--- src/rtl/booth_mult_arbiter.sv ---
// Round-robin front end that shares one multi-cycle Booth multiplier between NUM_REQ requesters.
// Optional WAIT watchdog enabled by defining BOOTH_MULT_ARB_TIMEOUT_EN.
module booth_mult_arbiter #(
    parameter int NUM_REQ    = 4,
    parameter int DIN_WIDTH  = 16,
    parameter int DOUT_WIDTH = 32,
    parameter int IDX_WIDTH  = 2,
    parameter int TIMEOUT    = 64
) (
    input  logic                           axis_clk,
    input  logic                           axis_rst_n,
    input  logic [NUM_REQ-1:0]             req_valid,
    output logic [NUM_REQ-1:0]             req_ready,
    input  logic [NUM_REQ*DIN_WIDTH-1:0]   req_a,
    input  logic [NUM_REQ*DIN_WIDTH-1:0]   req_b,
    output logic [NUM_REQ-1:0]             rsp_valid,
    input  logic [NUM_REQ-1:0]             rsp_ready,
    output logic [DOUT_WIDTH-1:0]          rsp_data,
    output logic                           rsp_err,
    output logic [IDX_WIDTH-1:0]           grant_idx,
    output logic                           busy,
    output logic [DIN_WIDTH-1:0]           mult_din0,
    output logic [DIN_WIDTH-1:0]           mult_din1,
    output logic                           mult_start,
    input  logic [DOUT_WIDTH-1:0]          mult_dout,
    input  logic                           mult_done
);

    if (NUM_REQ < 2 || NUM_REQ > 8 || (1 << IDX_WIDTH) < NUM_REQ || TIMEOUT < 1) begin : g_param_check
        $error("booth_mult_arbiter: illegal parameterisation");
    end

    typedef enum logic [1:0] {
        IDLE,
        ISSUE,
        WAIT,
        RESP
    } state_t;

    state_t                  state_q, state_d;
    logic [IDX_WIDTH-1:0]    ptr_q, ptr_d;
    logic [IDX_WIDTH-1:0]    grant_q, grant_d;
    logic [DIN_WIDTH-1:0]    din0_q, din0_d;
    logic [DIN_WIDTH-1:0]    din1_q, din1_d;
    logic [DOUT_WIDTH-1:0]   data_q, data_d;
    logic                    err_q, err_d;

    logic [2*NUM_REQ-1:0]    validRot;
    logic                    found;
    logic [IDX_WIDTH-1:0]    winner;
    logic [DIN_WIDTH-1:0]    selA, selB;

`ifdef BOOTH_MULT_ARB_TIMEOUT_EN
    localparam int CNT_W = $clog2(TIMEOUT + 1);
    logic [CNT_W-1:0]        cnt_q, cnt_d;
`endif

    function automatic logic [IDX_WIDTH-1:0] wrapIdx(input logic [IDX_WIDTH:0] s);
        logic [IDX_WIDTH:0] r;
        r = s;
        if (s >= (IDX_WIDTH+1)'(NUM_REQ))
            r = s - (IDX_WIDTH+1)'(NUM_REQ);
        return r[IDX_WIDTH-1:0];
    endfunction

    // Rotating the doubled request vector by ptr makes bit 0 the highest-priority requester.
    assign validRot = {req_valid, req_valid} >> ptr_q;

    always_comb begin
        found  = 1'b0;
        winner = '0;
        for (int i = 0; i < NUM_REQ; i++) begin
            if (!found && validRot[i]) begin
                found  = 1'b1;
                winner = wrapIdx({1'b0, ptr_q} + (IDX_WIDTH+1)'(i));
            end
        end
    end

    always_comb begin
        selA = '0;
        selB = '0;
        for (int j = 0; j < NUM_REQ; j++) begin
            if (winner == IDX_WIDTH'(j)) begin
                selA = req_a[j*DIN_WIDTH +: DIN_WIDTH];
                selB = req_b[j*DIN_WIDTH +: DIN_WIDTH];
            end
        end
    end

    always_ff @(posedge axis_clk or negedge axis_rst_n) begin
        if (!axis_rst_n) begin
            state_q <= IDLE;
            ptr_q   <= '0;
            grant_q <= '0;
            din0_q  <= '0;
            din1_q  <= '0;
            data_q  <= '0;
            err_q   <= 1'b0;
`ifdef BOOTH_MULT_ARB_TIMEOUT_EN
            cnt_q   <= '0;
`endif
        end else begin
            state_q <= state_d;
            ptr_q   <= ptr_d;
            grant_q <= grant_d;
            din0_q  <= din0_d;
            din1_q  <= din1_d;
            data_q  <= data_d;
            err_q   <= err_d;
`ifdef BOOTH_MULT_ARB_TIMEOUT_EN
            cnt_q   <= cnt_d;
`endif
        end
    end

    always_comb begin
        state_d = state_q;
        ptr_d   = ptr_q;
        grant_d = grant_q;
        din0_d  = din0_q;
        din1_d  = din1_q;
        data_d  = data_q;
        err_d   = err_q;
`ifdef BOOTH_MULT_ARB_TIMEOUT_EN
        cnt_d   = cnt_q;
`endif
        case (state_q)
            IDLE: begin
                if (found) begin
                    din0_d  = selA;
                    din1_d  = selB;
                    grant_d = winner;
                    state_d = ISSUE;
                end
            end
            ISSUE: begin
                state_d = WAIT;
`ifdef BOOTH_MULT_ARB_TIMEOUT_EN
                cnt_d   = '0;
`endif
            end
            WAIT: begin
                if (mult_done) begin
                    data_d  = mult_dout;
                    state_d = RESP;
                end
`ifdef BOOTH_MULT_ARB_TIMEOUT_EN
                else if (cnt_q == CNT_W'(TIMEOUT - 1)) begin
                    data_d  = '0;
                    err_d   = 1'b1;
                    state_d = RESP;
                end else begin
                    cnt_d = cnt_q + 1'b1;
                end
`endif
            end
            RESP: begin
                if (|(rsp_ready & rsp_valid)) begin
                    err_d   = 1'b0;
                    ptr_d   = wrapIdx({1'b0, grant_q} + (IDX_WIDTH+1)'(1));
                    state_d = IDLE;
                end
            end
            default: state_d = IDLE;
        endcase
    end

    // req_ready is gated by reset so every output reads zero while reset is held.
    always_comb begin
        req_ready  = '0;
        rsp_valid  = '0;
        if (axis_rst_n && state_q == IDLE && found)
            req_ready = NUM_REQ'(1) << winner;
        if (state_q == RESP)
            rsp_valid = NUM_REQ'(1) << grant_q;
    end

    assign mult_start = (state_q == ISSUE);
    assign busy       = (state_q != IDLE);
    assign mult_din0  = din0_q;
    assign mult_din1  = din1_q;
    assign grant_idx  = grant_q;
    assign rsp_data   = data_q;
`ifdef BOOTH_MULT_ARB_TIMEOUT_EN
    assign rsp_err    = err_q;
`else
    assign rsp_err    = 1'b0;
`endif

endmodule

--- config.mk ---
export PLATFORM = sky130hd
export DESIGN_NAME = booth_mult_arbiter
export DESIGN_NICKNAME = d
export VERILOG_FILES = /design/src/rtl/booth_mult_arbiter.sv
export SDC_FILE = /design/constraint.sdc
export NUM_CORES = 1
export LEC_CHECK = 0
export BUFFER_PORTS_ARGS = -buffer_cell sky130_fd_sc_hd__buf_2
export CORE_ASPECT_RATIO = 1.1
export CORE_MARGIN = 8
export CORE_UTILIZATION = 43
export DETAILED_ROUTE_END_ITERATION = 7
export GPL_TIMING_DRIVEN = 0
export PLACE_DENSITY = 0.81
export REMOVE_ABC_BUFFERS = 1
export SYNTH_ARGS = -nofsm -noshare
export SYNTH_HDL_FRONTEND = slang
export SYNTH_SLANG_ARGS = --single-unit
--- constraint.sdc ---
create_clock -name axis_clk -period 2.9 [get_ports axis_clk]
set_input_delay 0.58 -clock axis_clk [delete_from_list [all_inputs] [get_ports axis_clk]]
set_output_delay 0.58 -clock axis_clk [all_outputs]
set_load 0.005 [all_outputs]
# Yosys cells after proc, flatten, opt, wreduce, memory -nomap -nowiden
# Cells that the tools add are included.
# totals
ff_bits	70
in_bits	171
output_inout_bits	77
elab_cells	76
# classes
add_sub_neg	9
order_cmp	5
eq_ne	9
shift	3
mux	27
bitwise	1
n_reduce_logical	16
# ops
operator	n
$mux W16	8
$mux W2	12
$ge A3 B3 Y1 const B	4
$sub A2 B1 Y2 const B	5
$eq A2 B2 Y1 const B	4
$mux W4	2
$pmux W2 S4	1
$shl A1 B2 Y4 const A	2
$shr A8 B2 Y4	1
$add A2 B1 Y3 const B	2
$add A2 B2 Y3 const B	2
$ne A2 B2 Y1 const B	3
$reduce_and A2 Y1	3
$logic_and A1 B1 Y1	5
$and A4 B4 Y4	1
$eq A2 B1 Y1 const B	2
$logic_not A2 Y1	2
$mux W1	4
$reduce_or A4 Y1	1
$ge A2 B3 Y1 const B	1
$logic_not A1 Y1	3
$reduce_and A3 Y1	1
$reduce_bool A2 Y1	1

# Logic depth before layout (Yosys ltp)
# depth
word_depth	16
depth_mapped	8
ltp_nobuf	7

# Worst setup path before layout
# OpenSTA, ideal clock, no wires.
# synth_timing
path_type	in2out
start	input port req_valid[0]
end	output port req_ready[1]
arrival_time_ps	1789
t_required_ps	2320
setup_slack_ps	531
cell_stages	5
n_path_buf	1
cell_sequence	nor2b_1 -> a2111oi_4 -> clkbuf_1 -> nor2_1 -> nor3_1
# synth_between
elab_chain_len	13
elab_cells_between_ends	18
classes_between	shift (2); mux (9); reduce/logical (7)
# synth_lines
item	line	source
from (decl)	12	input logic [NUM_REQ-1:0] req_valid,
$shr A8 B2 Y4 *	67	assign validRot = {req_valid, req_valid} >> ptr_q;
$mux W1	73	if (!found && validRot[i]) begin
$logic_not A1 Y1	73	
$logic_and A1 B1 Y1	73	
$mux W1	73	
$logic_not A1 Y1	73	
$logic_and A1 B1 Y1	73	
$mux W1	73	
$logic_not A1 Y1	73	
$logic_and A1 B1 Y1	73	
$mux W2 or $mux W1 (tied branches)	73	
$shl A1 B2 Y4 or $logic_and A1 B1 Y1 (tied branches)	174, 173	
$mux W4 *	173	if (axis_rst_n && state_q == IDLE && found)
to (decl)	13	output logic [NUM_REQ-1:0] req_ready,
# Every way passes the cells marked *; elsewhere a longest branch is shown, timed or not.

# Final worst setup path
# layout_timing
start	register ptr_q[1]
end	output port req_ready[2]
# layout_between
elab_chain_len	13
elab_cells_between_ends	33
classes_between	add/sub (7); order compare (4); shift (2); mux (13); reduce/logical (7)
# layout_lines
item	line	source
from (decl)	41	logic [IDX_WIDTH-1:0] ptr_q, ptr_d;
from (signal assigned)	105	ptr_q <= ptr_d;
parallel branches: the longest is 12 deep, another holds $add A2 B1 Y3	n/a	
$mux W4 *	173	
# Mark *: on every way between the ends.

==> results <==
- The highest cell delay on the worst timing path is around 0.44 ns.
- For this run the aggregate overflow at the end of global routing stands at 0.
- The register area share after synthesis is 45.3%.
- The detailed-router iteration count before antenna repair is 4.
- The clock insertion delay at the later pin of the skew report is roughly 0.34 ns.
- The total area inside the core boundary comes to 8830 µm².
- The initial antenna violation count was 0.
- During I/O placement, the number of pins put on the boundary was around 250.
- The number of flip-flops and latches in the synthesized netlist is 70.
- The number of hold buffers added after CTS was 0.
- In this run, the number of DRC markers left after iteration 0 of detailed routing was around 140.
- The number of library cell types mapped by synthesis is 35.
- The min-delay analysis places its worst path in the category input port to async pin.
- The detailed-route wire length is 13.3 mm.
- The cell depth of the worst flop-to-flop path is 9.
- The total CTS buffers is 9.
- The pin count of the biggest net entering global routing is a little over 70.
- Of the available clock period, the critical path in the final layout requires 95.2%.
- Dividing the detail-routed via count by the number of cells gives approximately 5.3.
- In the final routed layout, each cell accounts on average for 18.9 µm.
- The maximum ir drop on the vdd rail is 0.000578 V.
- The cell type contributing the most total cell area after synthesis is sky130_fd_sc_hd__dfrtp_1.
- The post-synthesis cell count is roughly 340.
- The number of hold-slack violations in the final timing report is 0.
- In the global route stage, overall resource usage came out at 21.2%.
- The number of standard-cell rows in the floorplan is 36.
- The final count of pins violating max slew is 0.
- For the pin with the worst max-slew slack, the measured transition is roughly 0.90 ns.
- Measured along the y axis, the die boundary spans 115 µm.
- Headroom to the max-slew limit came out at 39.7%.
- The total power is 0.00524 W.
- The global-route wire length before repair is slightly above 20 mm.
- The number of violations of the max-capacitance limit is 0.
- On the final layout, the worst hold slack is around 0.34 ns.
- The total number of H-tree levels is 3.
- The TritonCTS clock tree is done.
- Setup repair after global routing left no endpoint under its margin.
- Post-CTS repair changed the size of 0 cells.
- The critical register-to-register path startpoint is state_q[0].
- The final critical path time including I/O delays and setup is between 2 and 3 ns.
- Data arrives at the worst endpoint at 2.18 ns.
- Along the worst path, the maximum fanout reaches 36.
- The fraction of synthesized cell area taken by the top area cell type is between 40% and 50%.
- The cell sitting at the root of the clock tree is a sky130_fd_sc_hd__clkbuf_8.
- Clock-pin slew was measured on the worst setup and hold paths at about 0.080 ns.
- For this configuration, the core starts out at a cell density of 43.8%.
- Data on the critical path is required at its endpoint by 2.32 ns.
- The Yosys step of the flow raised 0 warnings.
- The number of setup buffers added after CTS is 2.
- The worst register-to-register path has a setup slack of 0.47 ns.
- Power spread over the standard cell area amounts to 959 nW/µm².
- The die covers 12300 µm².
- The clock tree buffer depth is 2.
- The HPWL after detailed placement is 10.4 mm.
- The slowest stage of the critical path belongs to the cell sky130_fd_sc_hd__dfrtp_1.
- By area the synthesized netlist is led by sky130_fd_sc_hd__dfrtp_1 (45%), sky130_fd_sc_hd__mux2i_1 (11%), sky130_fd_sc_hd__mux2_2 (9.9%).
- The post-route netlist has 55.4% of its cells at a drive strength greater than 1.
- Timing would allow up to 0.362 GHz.
- The antenna cell count is 0.
- The start-to-end type of the worst setup path is register to output pin.
- The floorplan die width is around 110 µm.
- Once layout is complete, the utilization of the core stands at 61.9%.
- The endpoint identified for the worst register-to-register timing path is mult_din0[11].
- The combined area of all synthesized cells is 3870 µm².
- The mean post-synth cell area is roughly 11 µm².
- The worst setup path is captured at an output pin.
- The net count of the finished layout is 763.
- The start point of the critical path is ptr_q[1].
- The number of remaining DRC errors is 0.
- The area added between synthesis and finish is 41.2%.
- The via count of the first global-routing pass is 4189.
- The routability congestion estimate from global placement is 0.871.
- Walking the worst path, the cells encountered are o21ai_0 -> a221oi_4 -> buf_16 -> or2_4 -> buf_12 -> nor3_1 -> buf_2.
- The number of antenna-violating nets in the routed design is 0.
- The worst setup path is launched from a register.
- For this design the static power due to leakage is 2.68 nW.
- The worst setup skew after layout is roughly 0.011 ns.
- Port buffering added between 200 and 250 buffers.
- Setup violations remaining at the end of the flow were counted as 0.
- The run finished with clean final reports.
- The tree built by TritonCTS fans out to 70 sinks.
- The via count of the routed design is 3705.
[state kept, by name, indices dropped and copies added (netlist names)]
register   flops
ptr_q          2
mult_din0     16
grant_idx      2
rsp_data      32
mult_din1     16
state_q        2
[per-layer routing]
metal / global-route usage [%] / wire length (µm)
met1: 21.9 / 4920
met2: 36.6 / 6520
met3: 10.0 / 1620
met4: 8.36 / 207
met5: 0 / 0
[cell usage after synthesis (all sizes together)]
library cell and number:
nor2b 2, inv 8, mux2i 41, nor3 4, a2111oi 1, conb 1
nand2 17, nor2 28, o21a 2, nor3b 23, o211ai 1, a22oi 3
and2 4, clkbuf 11, a21oi 2, nor4 1, nand3 1, dfrtp 70
a211oi 46, o21ai 5, a221oi 1, o221ai 9, nand2b 1, o21bai 1
buf 13, ha 8, or2 1, mux2 34
[through the flow]
stage | std cells | TNS, ns | instance area, µm² | worst slack (ns)
global route | 702 | 0 | 5460 | 0.00367
floorplan | 315 | -38.09 | 3720 | -1.23
global placement | 675 | -84.19 | 5090 | -2.56
CTS | 701 | 0 | 5440 | 0.139
finish | 702 | 0 | 5460 | 0.138
detailed placement | 683 | -7.37 | 5230 | -0.609
[critical path: cells and delay by family, from the launching register on]
family	cells	cell delay [ns]
flops	1	0.44
buf+inv	3	0.56
simple gates	2	0.23
compound gates	2	0.56
[power breakdown]
part / switching, W / internal, W / leakage [nW]
Sequential: 0.000268 / 0.00147 / 0.813
Clock: 0.000379 / 0.000390 / 0.0911
Combinational: 0.00141 / 0.00132 / 1.78
Total: 0.00205 / 0.00319 / 2.68
[cells by family (layout without fill, tap and decap cells)]
kind of cell	after synthesis	after routing	synth area share, %
buffers and inverters	32	280	4.59
adder cells (fa/ha/maj)	8	8	2.59
AO/OA/AOI/OAI	71	71	16.0
AND/OR/NAND/NOR	82	83	10.9
other	1	1	0.0969
multiplexers	75	75	20.5
flip-flops	70	70	45.3
[area by class of cell]
cell class              instances  area (µm²)
repair buffers                257        1390
inverters                       8        30.0
clock buffers                   9         124
well taps                     114         143
flip-flops and latches         70        1750
multi-input cells             238        1960
clock inverters                 6        63.8
fillers                       726        3360
[worst max-delay path by stage]
| stage | end | slack [ns] | depth (start not counted) |
|---|---|---|---|
| finish | req_ready[2] | 0.14 | 7 |
| floorplan | req_ready[0] | -1.23 | 4 |
| detailed placement | req_ready[2] | -0.61 | 8 |
| global placement | req_ready[2] | -2.56 | 5 |
| CTS | req_ready[2] | 0.14 | 7 |
| global route | req_ready[2] | 0.004 | 7 |
[layout by cell type, fill, tap and decap left out, types with 2 or more instances in the layout]
master and n:
sky130_fd_sc_hd__nor2_1 26, sky130_fd_sc_hd__a22oi_1 3, sky130_fd_sc_hd__o21ai_1 2, sky130_fd_sc_hd__nor2_2 2, sky130_fd_sc_hd__a21oi_1 2, sky130_fd_sc_hd__buf_2 245
sky130_fd_sc_hd__nand2_1 17, sky130_fd_sc_hd__dfrtp_1 70, sky130_fd_sc_hd__o21ai_0 3, sky130_fd_sc_hd__clkinvlp_4 2, sky130_fd_sc_hd__mux2_2 34, sky130_fd_sc_hd__buf_16 2
sky130_fd_sc_hd__o21a_1 2, sky130_fd_sc_hd__inv_1 7, sky130_fd_sc_hd__clkinv_2 2, sky130_fd_sc_hd__nor3_1 4, sky130_fd_sc_hd__a211oi_1 33, sky130_fd_sc_hd__and2_1 4
sky130_fd_sc_hd__mux2i_1 41, sky130_fd_sc_hd__o221ai_1 9, sky130_fd_sc_hd__ha_1 8, sky130_fd_sc_hd__buf_4 6, sky130_fd_sc_hd__a211oi_2 13, sky130_fd_sc_hd__buf_8 2
sky130_fd_sc_hd__nor2b_1 2, sky130_fd_sc_hd__nor3b_1 23, sky130_fd_sc_hd__clkbuf_8 9
Power figures use the tool's default switching activity.
